[config.mk]
export PLATFORM = sky130hd
export DESIGN_NAME = imem_loader
export DESIGN_NICKNAME = d
export VERILOG_FILES = /design/src/rtl/loader_pkg.sv /design/src/rtl/imem_loader.sv
export SDC_FILE = /design/constraint.sdc
export NUM_CORES = 1
export LEC_CHECK = 0
export ABC_AREA = 1
export CORE_MARGIN = 2
export CORE_UTILIZATION = 56
export CTS_CLUSTER_DIAMETER = 80
export DETAILED_ROUTE_END_ITERATION = 8
export PLACE_DENSITY = 0.84
export REMOVE_ABC_BUFFERS = 1
export SYNTH_ARGS = -nofsm -noshare
export SYNTH_HDL_FRONTEND = slang
export SYNTH_SLANG_ARGS = --single-unit
[constraint.sdc]
create_clock -name clk -period 2.9 [get_ports clk]
set_input_delay 0.58 -clock clk [delete_from_list [all_inputs] [get_ports clk]]
set_output_delay 0.58 -clock clk [all_outputs]
set_load 0.03 [all_outputs]
[src/rtl/loader_pkg.sv]
// Shared types and helpers for the instruction-memory loader.
package loader_pkg;

   typedef enum logic [2:0] {
      S_IDLE,
      S_ACCEPT,
      S_WRITE,
      S_DONE,
      S_ERROR
   } state_e;

   localparam int unsigned BYTES_PER_WORD = 4;

   // Bit offset of byte lane idx inside a word, lane 0 being the least significant.
   function automatic int unsigned lane_lsb(input logic [1:0] idx, input int unsigned lane_w);
      return 32'(idx) * lane_w;
   endfunction

endpackage

[src/rtl/imem_loader.sv]
// Streams 32-bit instruction words into a byte-wide instruction memory,
// one little-endian byte per cycle, starting at BASE_ADDR.
module imem_loader
   import loader_pkg::*;
#(
   parameter int unsigned ADDRESS_WIDTH = 32,
   parameter int unsigned DATA_WIDTH    = 8,
   parameter int unsigned WORD_WIDTH    = 32,
   parameter int unsigned MEM_BYTES     = 4096,
   parameter int unsigned BASE_ADDR     = 0
) (
   input  logic                     clk,
   input  logic                     rst,
   input  logic                     start,
   input  logic [WORD_WIDTH-1:0]    word_in,
   input  logic                     word_valid,
   input  logic                     word_last,
   output logic                     word_ready,
   output logic                     wr_en,
   output logic [ADDRESS_WIDTH-1:0] wr_addr,
   output logic [DATA_WIDTH-1:0]    wr_data,
   output logic                     busy,
   output logic                     done,
   output logic                     error,
   output logic [ADDRESS_WIDTH-1:0] word_count
);

   localparam logic [ADDRESS_WIDTH-1:0] BASE    = ADDRESS_WIDTH'(BASE_ADDR);
   localparam logic [ADDRESS_WIDTH-1:0] LAST_OK = ADDRESS_WIDTH'(MEM_BYTES - BYTES_PER_WORD);

   state_e                   state_q, state_d;
   logic [ADDRESS_WIDTH-1:0] addr_q, addr_d;
   logic [ADDRESS_WIDTH-1:0] count_q, count_d;
   logic [WORD_WIDTH-1:0]    word_q, word_d;
   logic                     last_q, last_d;
   logic [1:0]               idx_q, idx_d;

   always_ff @(posedge clk) begin
      if (rst) begin
         state_q <= S_IDLE;
         addr_q  <= BASE;
         count_q <= '0;
         word_q  <= '0;
         last_q  <= 1'b0;
         idx_q   <= 2'd0;
      end else begin
         state_q <= state_d;
         addr_q  <= addr_d;
         count_q <= count_d;
         word_q  <= word_d;
         last_q  <= last_d;
         idx_q   <= idx_d;
      end
   end

   always_comb begin
      state_d = state_q;
      addr_d  = addr_q;
      count_d = count_q;
      word_d  = word_q;
      last_d  = last_q;
      idx_d   = idx_q;
      case (state_q)
         S_IDLE, S_DONE, S_ERROR: begin
            if (start) begin
               state_d = S_ACCEPT;
               addr_d  = BASE;
               count_d = '0;
            end
         end
         S_ACCEPT: begin
            // Overflow is decided before any byte lands, so a word is all-or-nothing.
            if (word_valid) begin
               if (addr_q <= LAST_OK) begin
                  word_d  = word_in;
                  last_d  = word_last;
                  idx_d   = 2'd0;
                  state_d = S_WRITE;
               end else begin
                  state_d = S_ERROR;
               end
            end
         end
         S_WRITE: begin
            addr_d = addr_q + ADDRESS_WIDTH'(1);
            idx_d  = idx_q + 2'd1;
            if (idx_q == 2'd3) begin
               count_d = count_q + ADDRESS_WIDTH'(1);
               state_d = last_q ? S_DONE : S_ACCEPT;
            end
         end
         default: state_d = S_IDLE;
      endcase
   end

   assign word_ready = (state_q == S_ACCEPT);
   assign wr_en      = (state_q == S_WRITE);
   assign busy       = (state_q == S_ACCEPT) || (state_q == S_WRITE);
   assign done       = (state_q == S_DONE);
   assign error      = (state_q == S_ERROR);
   assign wr_addr    = addr_q;
   assign word_count = count_q;
   assign wr_data    = wr_en ? DATA_WIDTH'(word_q >> lane_lsb(idx_q, DATA_WIDTH)) : '0;

endmodule

# == After elaboration in Yosys (flattened, before gate mapping) ==
# Cells that the tools add are included.
# classes
n_addsub,3
n_lt_le_gt_ge,1
eq_ne,9
shift,1
mux,14
reduce_logical,10
# ops
op,n
one-hot mux 32 bit (2 select lines),2
"adder 32 x 1 -> 32 bit, second input constant",2
2-to-1 mux 32 bit,2
"less-or-equal comparator 32 x 12 -> 1 bit, second input constant",1
>> shifter 32 x 5 -> 8 bit,1
2-to-1 mux 3 bit,4
AND reduction 3 bit,4
one-hot mux 3 bit (3 select lines),1
2-to-1 mux 8 bit,1
"== test 3 x 2 -> 1 bit, second input constant",2
2-to-1 mux 2 bit,3
"!= test 2 x 1 -> 1 bit, second input constant",2
"!= test 2 bit, second input constant",2
one-hot mux 2 bit (2 select lines),1
nonzero test 2 bit,2
"== test 3 x 1 -> 1 bit, second input constant",1
"== test 3 bit, second input constant",1
zero test 3 bit,1
OR reduction 3 bit,1
"adder 2 x 1 -> 2 bit, second input constant",1
"== test 2 bit, second input constant",1
AND reduction 2 bit,1
logical OR 1 bit,1
# word_totals
ff_bits,102
in_bits,37
output_inout_bits,77
elab_cells,44

# == Longest topological paths before layout ==
# Gate-level depths: netlist of the first run.
# logic_depth
ltp_word,4
depth_mapped,12

# == Worst setup path after synthesis of the first run ==
# Ideal clock, no wire load.
# synth_path
path_type,register to output
startpoint,reg idx_q[0]
endpoint,out wr_data[5]
arrival_time_ns,1.547
required_ns,2.320
setup_slack_ns,0.773
path_stages_with_launch,7
n_path_buf,2
cell_sequence,dfxtp_1 -> clkbuf_1 -> clkbuf_1 -> nor2_1 -> nor2_1 -> o21ai_0 -> a21oi_1
# synth_via
elab_chain_len,2
# synth_rtl
element,line,rtl
from (decl),imem_loader.sv:36,"logic [1:0] idx_q, idx_d;"
from (signal assigned),imem_loader.sv:52,idx_q <= idx_d;
>> shifter 32 x 5 -> 8 bit,imem_loader.sv:103,"assign wr_data = wr_en ? DATA_WIDTH'(word_q >> lane_lsb(idx_q, DATA_WIDTH)) : '0;"
2-to-1 mux 8 bit,imem_loader.sv:103,
to (decl),imem_loader.sv:21,"output logic [DATA_WIDTH-1:0] wr_data,"
# Every way passes these cells.

# == Worst setup path in the final report of the first run ==
# layout_path
startpoint,reg state_q[1]
endpoint,out busy
# layout_via
elab_chain_len,2
elab_cells_between_ends,3
# layout_rtl
element,line,rtl
from (decl),imem_loader.sv:31,"state_e state_q, state_d;"
from (signal assigned),imem_loader.sv:47,state_q <= state_d;
== test 3 x 1 -> 1 bit / == test 3 x 2 -> 1 bit (equally long branches),imem_loader.sv:98,assign busy = (state_q == S_ACCEPT) || (state_q == S_WRITE);
logical OR 1 bit *,imem_loader.sv:98,
to (decl),imem_loader.sv:22,"output logic busy,"
# Every way passes the cells marked *; elsewhere a longest branch is shown, timed or not.

==> out/summary.txt, run 1 <==
status -> completed
period utilization -> 94.2%
CP Launch Type -> flop
worst skew pair latency -> 370 ps
Async S/R FF share, synth -> 0%
Inst Count DP -> 1138
Starting Density -> 56.7%
Final HPWL DP -> 11500 µm
CTS tree -> yes
CP Cell Sequence -> nand2_2, nor2_8, inv_2, nand2_1, clkdlybuf4s50_1
DIE HEIGHT -> 106 µm
Post-Syn Area per Cell -> 6.29 µm²
arrival time worst endpoint -> 2150 ps
power share of the sequential group -> 42.0%
Int Pwr -> 2.22 mW
router iterations before antenna repair -> 5
setup repair after global routing missed its margin -> no
Synth area leaders -> dfxtp_1 35%, nand2_1 15%, nor2_1 10%
Die ar. -> 11100 µm²
Post-synth EDFFs -> 0
worst path required time -> 2320 ps
layout cells sized above 1 -> 5.21%
Critical Setup Path Class -> flop to output pin
max-cap violations -> 0
IO Pins -> 114
Mapped Cells -> 918
Core Region -> 10200 µm²
GPL Wtd Cong -> 0.939
crit path max-delay cell type -> clkdlybuf4s50_1
Synth cell types -> 35
Initial DRC Count -> 450
Total Routing Usage GR -> 27.7%
Slew @ Worst Pin -> 673 ps
Hold Crit Class -> flop to flop
Switching Fraction -> 40.3%
clock power share -> 24.0%
WL met2 -> 7170 µm
setup TNS -> 0 ps
Final setup viols -> 0
final non-filler cell total -> 1154
vias in the first global route -> 5350
Die W -> 106 µm
global-route wire length before repair -> 25500 µm
CP endpoint kind -> output pin
Sw Pwr -> 1.50 mW
antenna cells -> 0
CTS buffer count -> 9
top routing layer in use -> met4
share of the synthesized area in the top cell type -> 35.4%
GR Overflow Total -> 0
H-tree levels -> 3
Most used DFF post-synth -> dfxtp_1
TritonCTS Sinks -> 102
Hold WS -> 465 ps
synthesized area -> 5770 µm²
routed vias -> 6317
Yosys Warn Count -> 0
met3 wire len -> 1300 µm
Seq/Total Area, Yosys -> 35.4%
most frequent cells in the layout -> 231 x nand2_1, 156 x nor2_1, 104 x clkdlybuf4s50_1
CP max stage delay -> 680 ps
Clock Root Buffer -> clkbuf_8
final hold viol count -> 0
Port-buffer cells -> 113
max frequency -> 366 MHz
commonest non-fill, non-tap cell in the layout -> nand2_1
largest net degree at the start of global routing -> 37
# DRC -> 0
antenna violations before repair -> 0
vias per std cell -> 5.47
Rows -> 37
CP Max Fanout -> 19
wl on met1 -> 6980 µm
clk slew on worst S/H paths -> 100 ps
hold buffer count at cts -> 0
mean routed wirelength per cell -> 13.6 µm
Antenna Nets Post-Route -> 0
post-synth top area cell -> dfxtp_1
number of synthesized register bits -> 102
routed wire length -> 15700 µm
Worst slew margin -> 55.1%
Max Clock Skew -> 15.6 ps
number of fillers in the final layout -> 938
CTS Buffer Depth -> 2
fin crit period -> 2730 ps
Leak -> 2.48 nW
Power Density -> 521 nW/µm²
Area Overhead vs Synth -> 23.7%
Gate power share -> 34.0%
Final Max Tran Viols -> 0
Peak VDD IR -> 0.312 mV
nets -> 1054
cell usage after synthesis (2+ instances only):
| library cell | number |
|---|---|
| nor2_8 | 2 |
| a21oi_1 | 94 |
| buf_2 | 14 |
| nor2_1 | 156 |
| dfxtp_1 | 102 |
| buf_4 | 3 |
| o21ai_0 | 44 |
| nand3_1 | 57 |
| o21ai_1 | 3 |
| nor2_2 | 4 |
| nor2_4 | 4 |
| and2_1 | 2 |
| a21o_1 | 6 |
| buf_1 | 2 |
| inv_2 | 3 |
| nor3b_1 | 2 |
| clkbuf_1 | 19 |
| nand2_1 | 231 |
| nor3_1 | 12 |
| nand2_2 | 3 |
| o21bai_1 | 2 |
| nand4_1 | 62 |
| buf_6 | 2 |
| and3_1 | 2 |
| ha_1 | 4 |
| inv_1 | 74 |
what timing repair did:
| item | CTS | global route |
|---|---|---|
| resized for setup | 0 | 4 |
| setup buffers | 0 | 0 |
| setup endpoints to repair | 0 | 3 |
metal layers:
metal / vias to the layer above / track usage, %
met4: 0 / 8.46
li1: 3230 / -
met1: 2815 / 38.5
met2: 252 / 43.6
met3: 20 / 5.44
met5: - / 0
worst max-delay path, delay by kind of cell (launching register included):
family | cells | cell delay (ps)
buf+inv | 2 | 880
simple gates | 3 | 460
flops | 1 | 450
cell families after synthesis:
group | share of synthesized area (%)
fa+ha+maj | 0.867
xor+xnor | 0.152
buf+inv | 8.36
compound gates | 13.8
simple gates | 41.5
flops | 35.4
registers in the layout, summed over array words and instances (netlist names):
name        cells
idx_q           2
word_q         32
state_q         3
last_q          1
wr_addr        32
word_count     32
area by class of cell:
class | instances | area (µm²) | area share [%]
Clock inverter | 7 | 62.6 | 0.876
Clock buffer | 9 | 124 | 1.73
Timing Repair Buffer | 124 | 1200 | 16.9
Tap cell | 136 | 170 | 2.38
Inverter | 77 | 289 | 4.05
Sequential cell | 102 | 2040 | 28.6
Multi-Input combinational cell | 699 | 3250 | 45.5
power groups by stage:
stage	registers (mW)	clock network, mW	logic [mW]
after detailed placement	1.59	0	1.27
after global routing	1.57	0.965	1.40
after floorplan	1.61	0	0.779
after CTS	1.56	0.907	1.27
final	1.56	0.891	1.27
after global placement	1.59	0	1.26
stage by stage:
stage	setup WS, ps	utilization (%)	instance area (µm²)	power (mW)
floorplan	113	-	5580	2.39
global placement	509	68.2	6950	2.85
detailed placement	483	68.2	6950	2.86
CTS	64.4	70.0	7130	3.74
global route	37.1	70.1	7140	3.94
finish	167	70.1	7140	3.72
final timing paths:
path         startpoint     endpoint  slack [ps]  cells past startpoint
min          word_q[26]   word_q[26]         470                      2
max          state_q[1]         busy         170                      5
min reg2reg  word_q[26]   word_q[26]         470                      2
max reg2reg  wr_addr[1]  wr_addr[18]         820                      9
(Power assumes the default switching activity.)
==> run 2: changes to the inputs <==
--- a/config.mk
+++ b/config.mk
@@ -6,6 +6,7 @@
 export NUM_CORES = 1
 export LEC_CHECK = 0
 export ABC_AREA = 1
+export CAP_MARGIN = 40
 export CORE_MARGIN = 2
 export CORE_UTILIZATION = 56
 export CTS_CLUSTER_DIAMETER = 80
==> results of run 2 <==
Final layout, timing and power as in run 1 (identical DEF).
==> run 3: changes to the inputs <==
--- a/config.mk
+++ b/config.mk
@@ -7,11 +7,12 @@
 export LEC_CHECK = 0
 export ABC_AREA = 1
 export CAP_MARGIN = 40
+export CORE_ASPECT_RATIO = 2
 export CORE_MARGIN = 2
 export CORE_UTILIZATION = 56
 export CTS_CLUSTER_DIAMETER = 80
 export DETAILED_ROUTE_END_ITERATION = 8
-export PLACE_DENSITY = 0.84
+export PLACE_DENSITY = 0.89
 export REMOVE_ABC_BUFFERS = 1
 export SYNTH_ARGS = -nofsm -noshare
 export SYNTH_HDL_FRONTEND = slang
==> run 3 against run 2 <==
Compared with the run above: critical path depth did not move; first-iteration DRC count fell by 14%; die area rose by 0.44%; clock skew fell by 7.0 ps; hold slack got worse by 3.9 ps; largest power group unchanged; largest cell class unchanged; clock power rose by 55%.
==> out/summary.txt, run 3 (synthesized netlist as in run 1, its figures left out) <==
worst path required time -> 2320 ps
CTS tree -> yes
WL met2 -> 9930 µm
max frequency -> 362 MHz
Total Routing Usage GR -> 33.8%
CP Max Fanout -> 19
vias per std cell -> 5.71
worst skew pair latency -> 350 ps
largest net degree at the start of global routing -> 64
commonest non-fill, non-tap cell in the layout -> nand2_1
IO Pins -> 114
status -> completed
DIE HEIGHT -> 148 µm
mean routed wirelength per cell -> 15.8 µm
Hold WS -> 462 ps
global-route wire length before repair -> 29000 µm
wl on met1 -> 5970 µm
antenna violations before repair -> 0
routed wire length -> 18200 µm
Clock Root Buffer -> clkbuf_16
crit path from -> state_q[1]
Final HPWL DP -> 13800 µm
number of fillers in the final layout -> 867
Peak VDD IR -> 0.465 mV
CP Launch Type -> flop
arrival time worst endpoint -> 2190 ps
Die ar. -> 11200 µm²
top routing layer in use -> met4
TritonCTS Sinks -> 102
met3 wire len -> 948 µm
Core Region -> 10100 µm²
fin crit period -> 2770 ps
nets -> 1054
Die W -> 75.8 µm
Final setup viols -> 0
Final Max Tran Viols -> 0
Initial DRC Count -> 389
routed vias -> 6589
GPL Wtd Cong -> 0.970
Post-CTS Setup Bufs -> 0
period utilization -> 95.4%
CTS Buffer Depth -> 2
final hold viol count -> 0
CP endpoint kind -> output pin
router iterations before antenna repair -> 5
setup repair after global routing missed its margin -> no
Worst slew margin -> 52.3%
layout cells sized above 1 -> 4.72%
Hold Crit Class -> flop to flop
clk slew on worst S/H paths -> 70 ps
Max Clock Skew -> 8.56 ps
hold buffer count at cts -> 0
Reg-to-Reg Start -> idx_q[0]
GR Overflow Total -> 0
Power Density -> 583 nW/µm²
CTS buffer count -> 9
Critical Setup Path Class -> flop to output pin
Area Overhead vs Synth -> 26.7%
worst reg2reg setup slack -> 620 ps
Rows -> 52
max-cap violations -> 0
antenna cells -> 0
Leak -> 2.57 nW
Hold Crit Start -> last_q
Starting Density -> 57.3%
setup TNS -> 0 ps
# DRC -> 0
H-tree levels -> 3
Slew @ Worst Pin -> 715 ps
Port-buffer cells -> 113
vias in the first global route -> 6223
Antenna Nets Post-Route -> 0
most frequent cells in the layout -> 231 x nand2_1, 156 x nor2_1, 104 x clkdlybuf4s50_1
[run 3: cell type report]
cell class | instances | area, µm² | share of cell area [%]
multi-input cells | 699 | 3250 | 44.4
flip-flops and latches | 102 | 2040 | 27.9
repair buffers | 124 | 1230 | 16.8
inverters | 77 | 289 | 3.95
clock buffers | 11 | 233 | 3.18
well taps | 135 | 169 | 2.31
clock inverters | 5 | 106 | 1.45
[run 3: what timing repair did]
action	in CTS	in global routing
hold endpoints to repair	0	0
resized for setup	0	5
setup endpoints to repair	0	5
[run 3: final timing paths]
kind	to	cells after the start
max	busy	5
min	last_q	2
max reg2reg	wr_addr[16]	11
min reg2reg	last_q	2
[run 3: routing by layer]
metal | vias up | global-route usage [%]
met2 | 284 | 59.8
met1 | 2994 | 33.0
met5 | - | 0
li1 | 3226 | -
met4 | 0 | 23.6
met3 | 85 | 6.27
[run 3: where the power goes]
group	total, mW	switching (mW)	internal [mW]
combinational	1.30	0.888	0.408
clock	1.38	0.536	0.848
sequential	1.58	0.0927	1.49
[run 3: worst max-delay path, stage by stage, from the launching register on]
cell and delay [ps]:
dfxtp_1 450, nand2_2 150, nor2_8 210, inv_2 210, nand2_1 130, clkdlybuf4s50_1 670
[run 3: through the flow]
| stage | setup WS, ps | instance area (µm²) | cells | util [%] | power (mW) |
|---|---|---|---|---|---|
| after floorplan | 113 | 5580 | 878 | - | 2.39 |
| after global placement | 501 | 6960 | 1137 | 69.0 | 2.87 |
| after detailed placement | 441 | 6960 | 1137 | 69.0 | 2.89 |
| after CTS | 33.4 | 7300 | 1153 | 72.4 | 4.27 |
| after global routing | 20.7 | 7310 | 1153 | 72.5 | 4.46 |
| final | 134 | 7310 | 1153 | 72.5 | 4.26 |
==> RTL change 1 (settings of run 1) <==
Re-encode `state_e` (5 states) as one-hot, 5 bits wide.
--- a/src/rtl/loader_pkg.sv
+++ b/src/rtl/loader_pkg.sv
@@ -3,8 +3,8 @@
 
-   typedef enum logic [2:0] {
-      S_IDLE,
-      S_ACCEPT,
-      S_WRITE,
-      S_DONE,
-      S_ERROR
+   typedef enum logic [4:0] {
+      S_IDLE   = 5'b00001,
+      S_ACCEPT = 5'b00010,
+      S_WRITE  = 5'b00100,
+      S_DONE   = 5'b01000,
+      S_ERROR  = 5'b10000
    } state_e;
Behaviour: same outputs for any inputs over 10 cycles, from zero or initial values and one cycle with rst high; not proved beyond that.
==> RTL change 1 against run 1 <==
Non-clock buffer count fell by 1; sequential cell count rose by 2; total power fell by 10%; hold slack improved by 4.6 ps; worst setup slack got worse by 66 ps; via count rose by 0.66%; core utilization rose by 0.96 points; routed wire length rose by 4.0%; cell count rose by 4.1%; die area rose by 2.5%; synthesized cell count rose by 4.8%; cell area rose by 2.3%; area after synthesis rose by 2.6%; critical endpoint is now wr_data[5].
==> RTL change 1: results (changes against run 1) <==
[route]
drt_iter0_drc=509  ; was 450
drt_first_pass_iters=6  ; was 5
drt_wl_total_um=16300  ; was 15,700 um
vias=6359  ; was 6,317

[outcome]
outcome=complete, no violations  ; unchanged

[placed_design]
port_buffers=113  ; unchanged
post_dp_cell_area_um2=7120  ; was 6950 um2
hpwlAfterDp_um=11600  ; was 11,500 um
place.gp.congestion=0.955  ; was 0.939
preCtsSetupSlack_ps=526  ; was 483 ps

[clocking]
clk_latency_ps=380
cts_setup_buffers=0  ; unchanged
clockBufferDepth=2  ; unchanged
numCtsBuffers=9  ; unchanged
clock-root-buffer=clkbuf_8  ; unchanged

[final_layout]
layout-drive-gt1-share=0.0488  ; was 0.0521
nets=1102  ; was 1,054
num_antenna_cells=0  ; unchanged
n_fill_cell=959  ; was 938

[synthesis]
synth.top_cell.area_share=0.351  ; was 0.354
synthTopCellsByCount=nand2_1 (260), nor2_1 (171), dfxtp_1 (104)  ; was nand2_1 (231), nor2_1 (156), dfxtp_1 (102)
synth_cell_type_count=34  ; was 35
yosys_warnings=0  ; unchanged
ys.flop_type=dfxtp_1  ; unchanged
synth_top_cells_by_area=dfxtp_1 (35%), nand2_1 (16%), nor2_1 (11%)  ; was dfxtp_1 (35%), nand2_1 (15%), nor2_1 (10%)
ys_seq_area_frac=0.351  ; was 0.354

[global_routing]
grt_pass1_vias=5627  ; was 5,350
track_usage=0.282  ; was 0.277
grt_max_degree=54  ; was 37
grt_pass1_wl_um=26400  ; was 25,500 um

[worst_setup_path]
cp.arrival_ps=2220  ; was 2150 ps
cp_max_fo=15  ; was 19
slowest_stage=clkdlybuf4s50_1  ; unchanged
startpoint=state_q[2]  ; was state_q[1]
cp_slowest_stage_delay_ps=700  ; was 680 ps

[min_path]
min-delay-start=word_q[5]  ; was word_q[26]
hold_class=reg2reg  ; unchanged

[timing]
finalSetupTns_ps=0  ; unchanged
worstMarginPinSlew_ps=682  ; was 673 ps
fin_skew_ps=8.88  ; was 15.6 ps

[power_and_ir_drop]
power_leakage_nw=2.62  ; was 2.48 nW
ir_worst_vdd_mv=0.467  ; was 0.312 mV

==> RTL change 1: logic make-up after synthesis <==
group | count (synthesis) | share of synthesized area
and+or+nand+nor | 583 | 0.426
AOI/OAI and AO/OA | 134 | 0.114
buffers and inverters | 130 | 0.0895
DFF | 104 | 0.351
xor gates and xnor gates | 7 | 0.0103
adders and majority gates | 4 | 0.00845
==> RTL change 1: metal layers <==
| metal | share of wire | vias to the layer above | wire (um) | GRT usage |
|---|---|---|---|---|
| li1 | - | 3275 | - | - |
| met1 | 0.46 | 2864 | 7480 | 0.388 |
| met2 | 0.46 | 202 | 7510 | 0.465 |
| met3 | 0.066 | 18 | 1080 | 0.0480 |
| met4 | 0.013 | 0 | 208 | 0.0659 |
| met5 | 0 | - | 0 | 0 |
==> RTL change 1: cell type report <==
class / instances / area (um2) / area share
timing repair buffer: 123 / 1200 / 0.164
clock buffer: 10 / 128 / 0.0175
sequential: 104 / 2080 / 0.285
clock inverter: 5 / 56.3 / 0.00771
multi-input combinational: 728 / 3310 / 0.453
tap: 136 / 170 / 0.0233
inverter: 95 / 357 / 0.0488
==> RTL change 1: worst reg2reg max path, stage by stage, from the launching register on <==
cell,delay [ps]
dfxtp_1,380
inv_1,60
nor2_1,120
nand3_2,300
buf_4,300
inv_2,330
nand2_2,170
nand3_2,320
nor2_1,90
nor2_1,90
nor2_1,40
==> RTL change 1: worst paths after layout <==
check	end	slack, ps	cells after the start
max reg2reg	word_count[31]	570	10
min reg2reg	word_q[5]	470	2
min	word_q[5]	470	2
max	wr_data[5]	100	5
==> RTL change 1: report_power, final <==
| group | switching, mW | internal, mW | leakage (nW) |
|---|---|---|---|
| Clock | 0.512 | 0.395 | 0.0925 |
| Sequential | 0.0293 | 1.48 | 0.839 |
| Combinational | 0.685 | 0.242 | 1.69 |
| Total | 1.23 | 2.12 | 2.62 |
==> RTL change 1: metrics by stage <==
step | utilization | power, mW | instances
finish | 0.711 | 3.34 | 1201
global route | 0.711 | 3.51 | 1201
CTS | 0.711 | 3.35 | 1201
detailed placement | 0.693 | 2.46 | 1186
global placement | 0.693 | 2.44 | 1186
floorplan | - | 2.16 | 927
==> RTL change 2 (config.mk and constraints of run 1) <==
Made on the original files. Change the parameter `ADDRESS_WIDTH` from 32 to 64.
--- a/src/rtl/imem_loader.sv
+++ b/src/rtl/imem_loader.sv
@@ -5,3 +5,3 @@
 #(
-   parameter int unsigned ADDRESS_WIDTH = 32,
+   parameter int unsigned ADDRESS_WIDTH = 64,
    parameter int unsigned DATA_WIDTH    = 8,
Interface: changed (resized word_count and wr_addr); port bits go from 114 to 178. The function was not compared with the original's and may differ.
==> RTL change 2 against run 1 <==
Total power grew 66%; sequential cell count grew 64; highest routed layer unchanged; count of clock-buffer cells in the layout grew 12; area after synthesis grew 64%; first-iteration DRC count grew 150%; sequential power grew 62%; critical path type unchanged; cell area grew 69%; synthesized cell count grew 66%; routed wire length grew 89%; worst setup slack lost 38 ps; hold slack lost 7.9 ps.
==> RTL change 2: results (changes against run 1) <==
[outcome]
outcome=complete, no violations  ; unchanged

[timing]
maxSlewHeadroom=0.643  ; was 0.551
fin_skew_ps=13.0  ; was 15.6 ps

[synthesis]
synthTopCellsByCount=nand2_1 (350), nor2_1 (261), inv_1 (168)  ; was nand2_1 (231), nor2_1 (156), dfxtp_1 (102)
ys_seq_area_frac=0.351  ; was 0.354
synth_cell_type_count=44  ; was 35
synth_compound_area_frac=0.125  ; was 0.138
synth_top_cells_by_area=dfxtp_1 (35%), nand2_1 (14%), nor2_1 (10%)  ; was dfxtp_1 (35%), nand2_1 (15%), nor2_1 (10%)
syn_area_um2=9460  ; was 5770 um2
synth-xor-area-share=0.000926  ; was 0.00152
synth_fa_ha_area_frac=0.00529  ; was 0.00867

[placed_design]
port_buffers=177  ; was 113
place.gp.congestion=0.966  ; was 0.939
post_dp_cell_area_um2=11400  ; was 6950 um2

[clocking]
cts_resized=4  ; was 0
numCtsBuffers=17  ; was 9
clk_latency_ps=430  ; was 370 ps
clock-root-buffer=clkbuf_16  ; was clkbuf_8
cts_setup_buffers=3  ; was 0
cts.reportedPaths.clkPinSlew_ps=70  ; was 100 ps

[final_layout]
nets=1740  ; was 1,054
multiInputGateArea_um2=5300  ; was 3250 um2
inverters=176  ; was 77
final-clk-cell-share=0.0460  ; was 0.0261
buffer_area_frac=0.160  ; was 0.169
n_fill_cell=1395  ; was 938
nMultiInputCombCells=1141  ; was 699
clkbuf_count=21  ; was 9
signal_buffers=197  ; was 124
layout-drive-gt1-share=0.0549  ; was 0.0521
seq_cell_count=166  ; was 102

[route]
vias=10962  ; was 6,317
drt_wl_total_um=29600  ; was 15,700 um
drt_first_pass_iters=6  ; was 5
drt_iter0_drc=1106  ; was 450

[power_and_ir_drop]
power_frac_seq=0.410  ; was 0.420
powerDensity_nw_per_um2=511  ; was 521 nW/um2
power.share.clock=0.352  ; was 0.240
power_leakage_nw=4.27  ; was 2.48 nW

[worst_setup_path]
r2r_cells=11  ; was 9
cp_max_fo=4  ; was 19
cp.arrival_ps=2190  ; was 2150 ps

[global_routing]
grt_pass1_vias=10032  ; was 5,350
track_usage=0.328  ; was 0.277

-- RTL change 2: metal layers --
metal  up-vias  track usage  routed length [um]
li1       5358            -                   -
met4         0        0.148                1080
met5         -            0                   0
met2       540        0.551               13900
met3        96       0.0518                2400
met1      4968        0.416               12300
-- RTL change 2: worst reg2reg max path, cell delays in order (launching register included) --
cell,delay (ps)
dfxtp_1,450
ha_1,230
nand3_1,240
nor2_1,320
nand2_1,170
nor2_1,260
nand2_1,110
nor2_1,180
nand2_1,90
o21ai_0,80
nand2_1,70
nor2_1,100
-- RTL change 2: path summary, 6_finish.rpt --
path	start	to	slack, ps
max	state_q[0]	busy	130
min	word_q[14]	word_q[14]	460
max reg2reg	wr_addr[1]	wr_addr[46]	530
min reg2reg	word_q[14]	word_q[14]	460
-- RTL change 2: stage by stage --
step	power [mW]	cells
detailed placement	3.98	1897
finish	6.15	1932
global route	6.41	1932
global placement	3.96	1897
CTS	6.14	1932
floorplan	3.45	1483
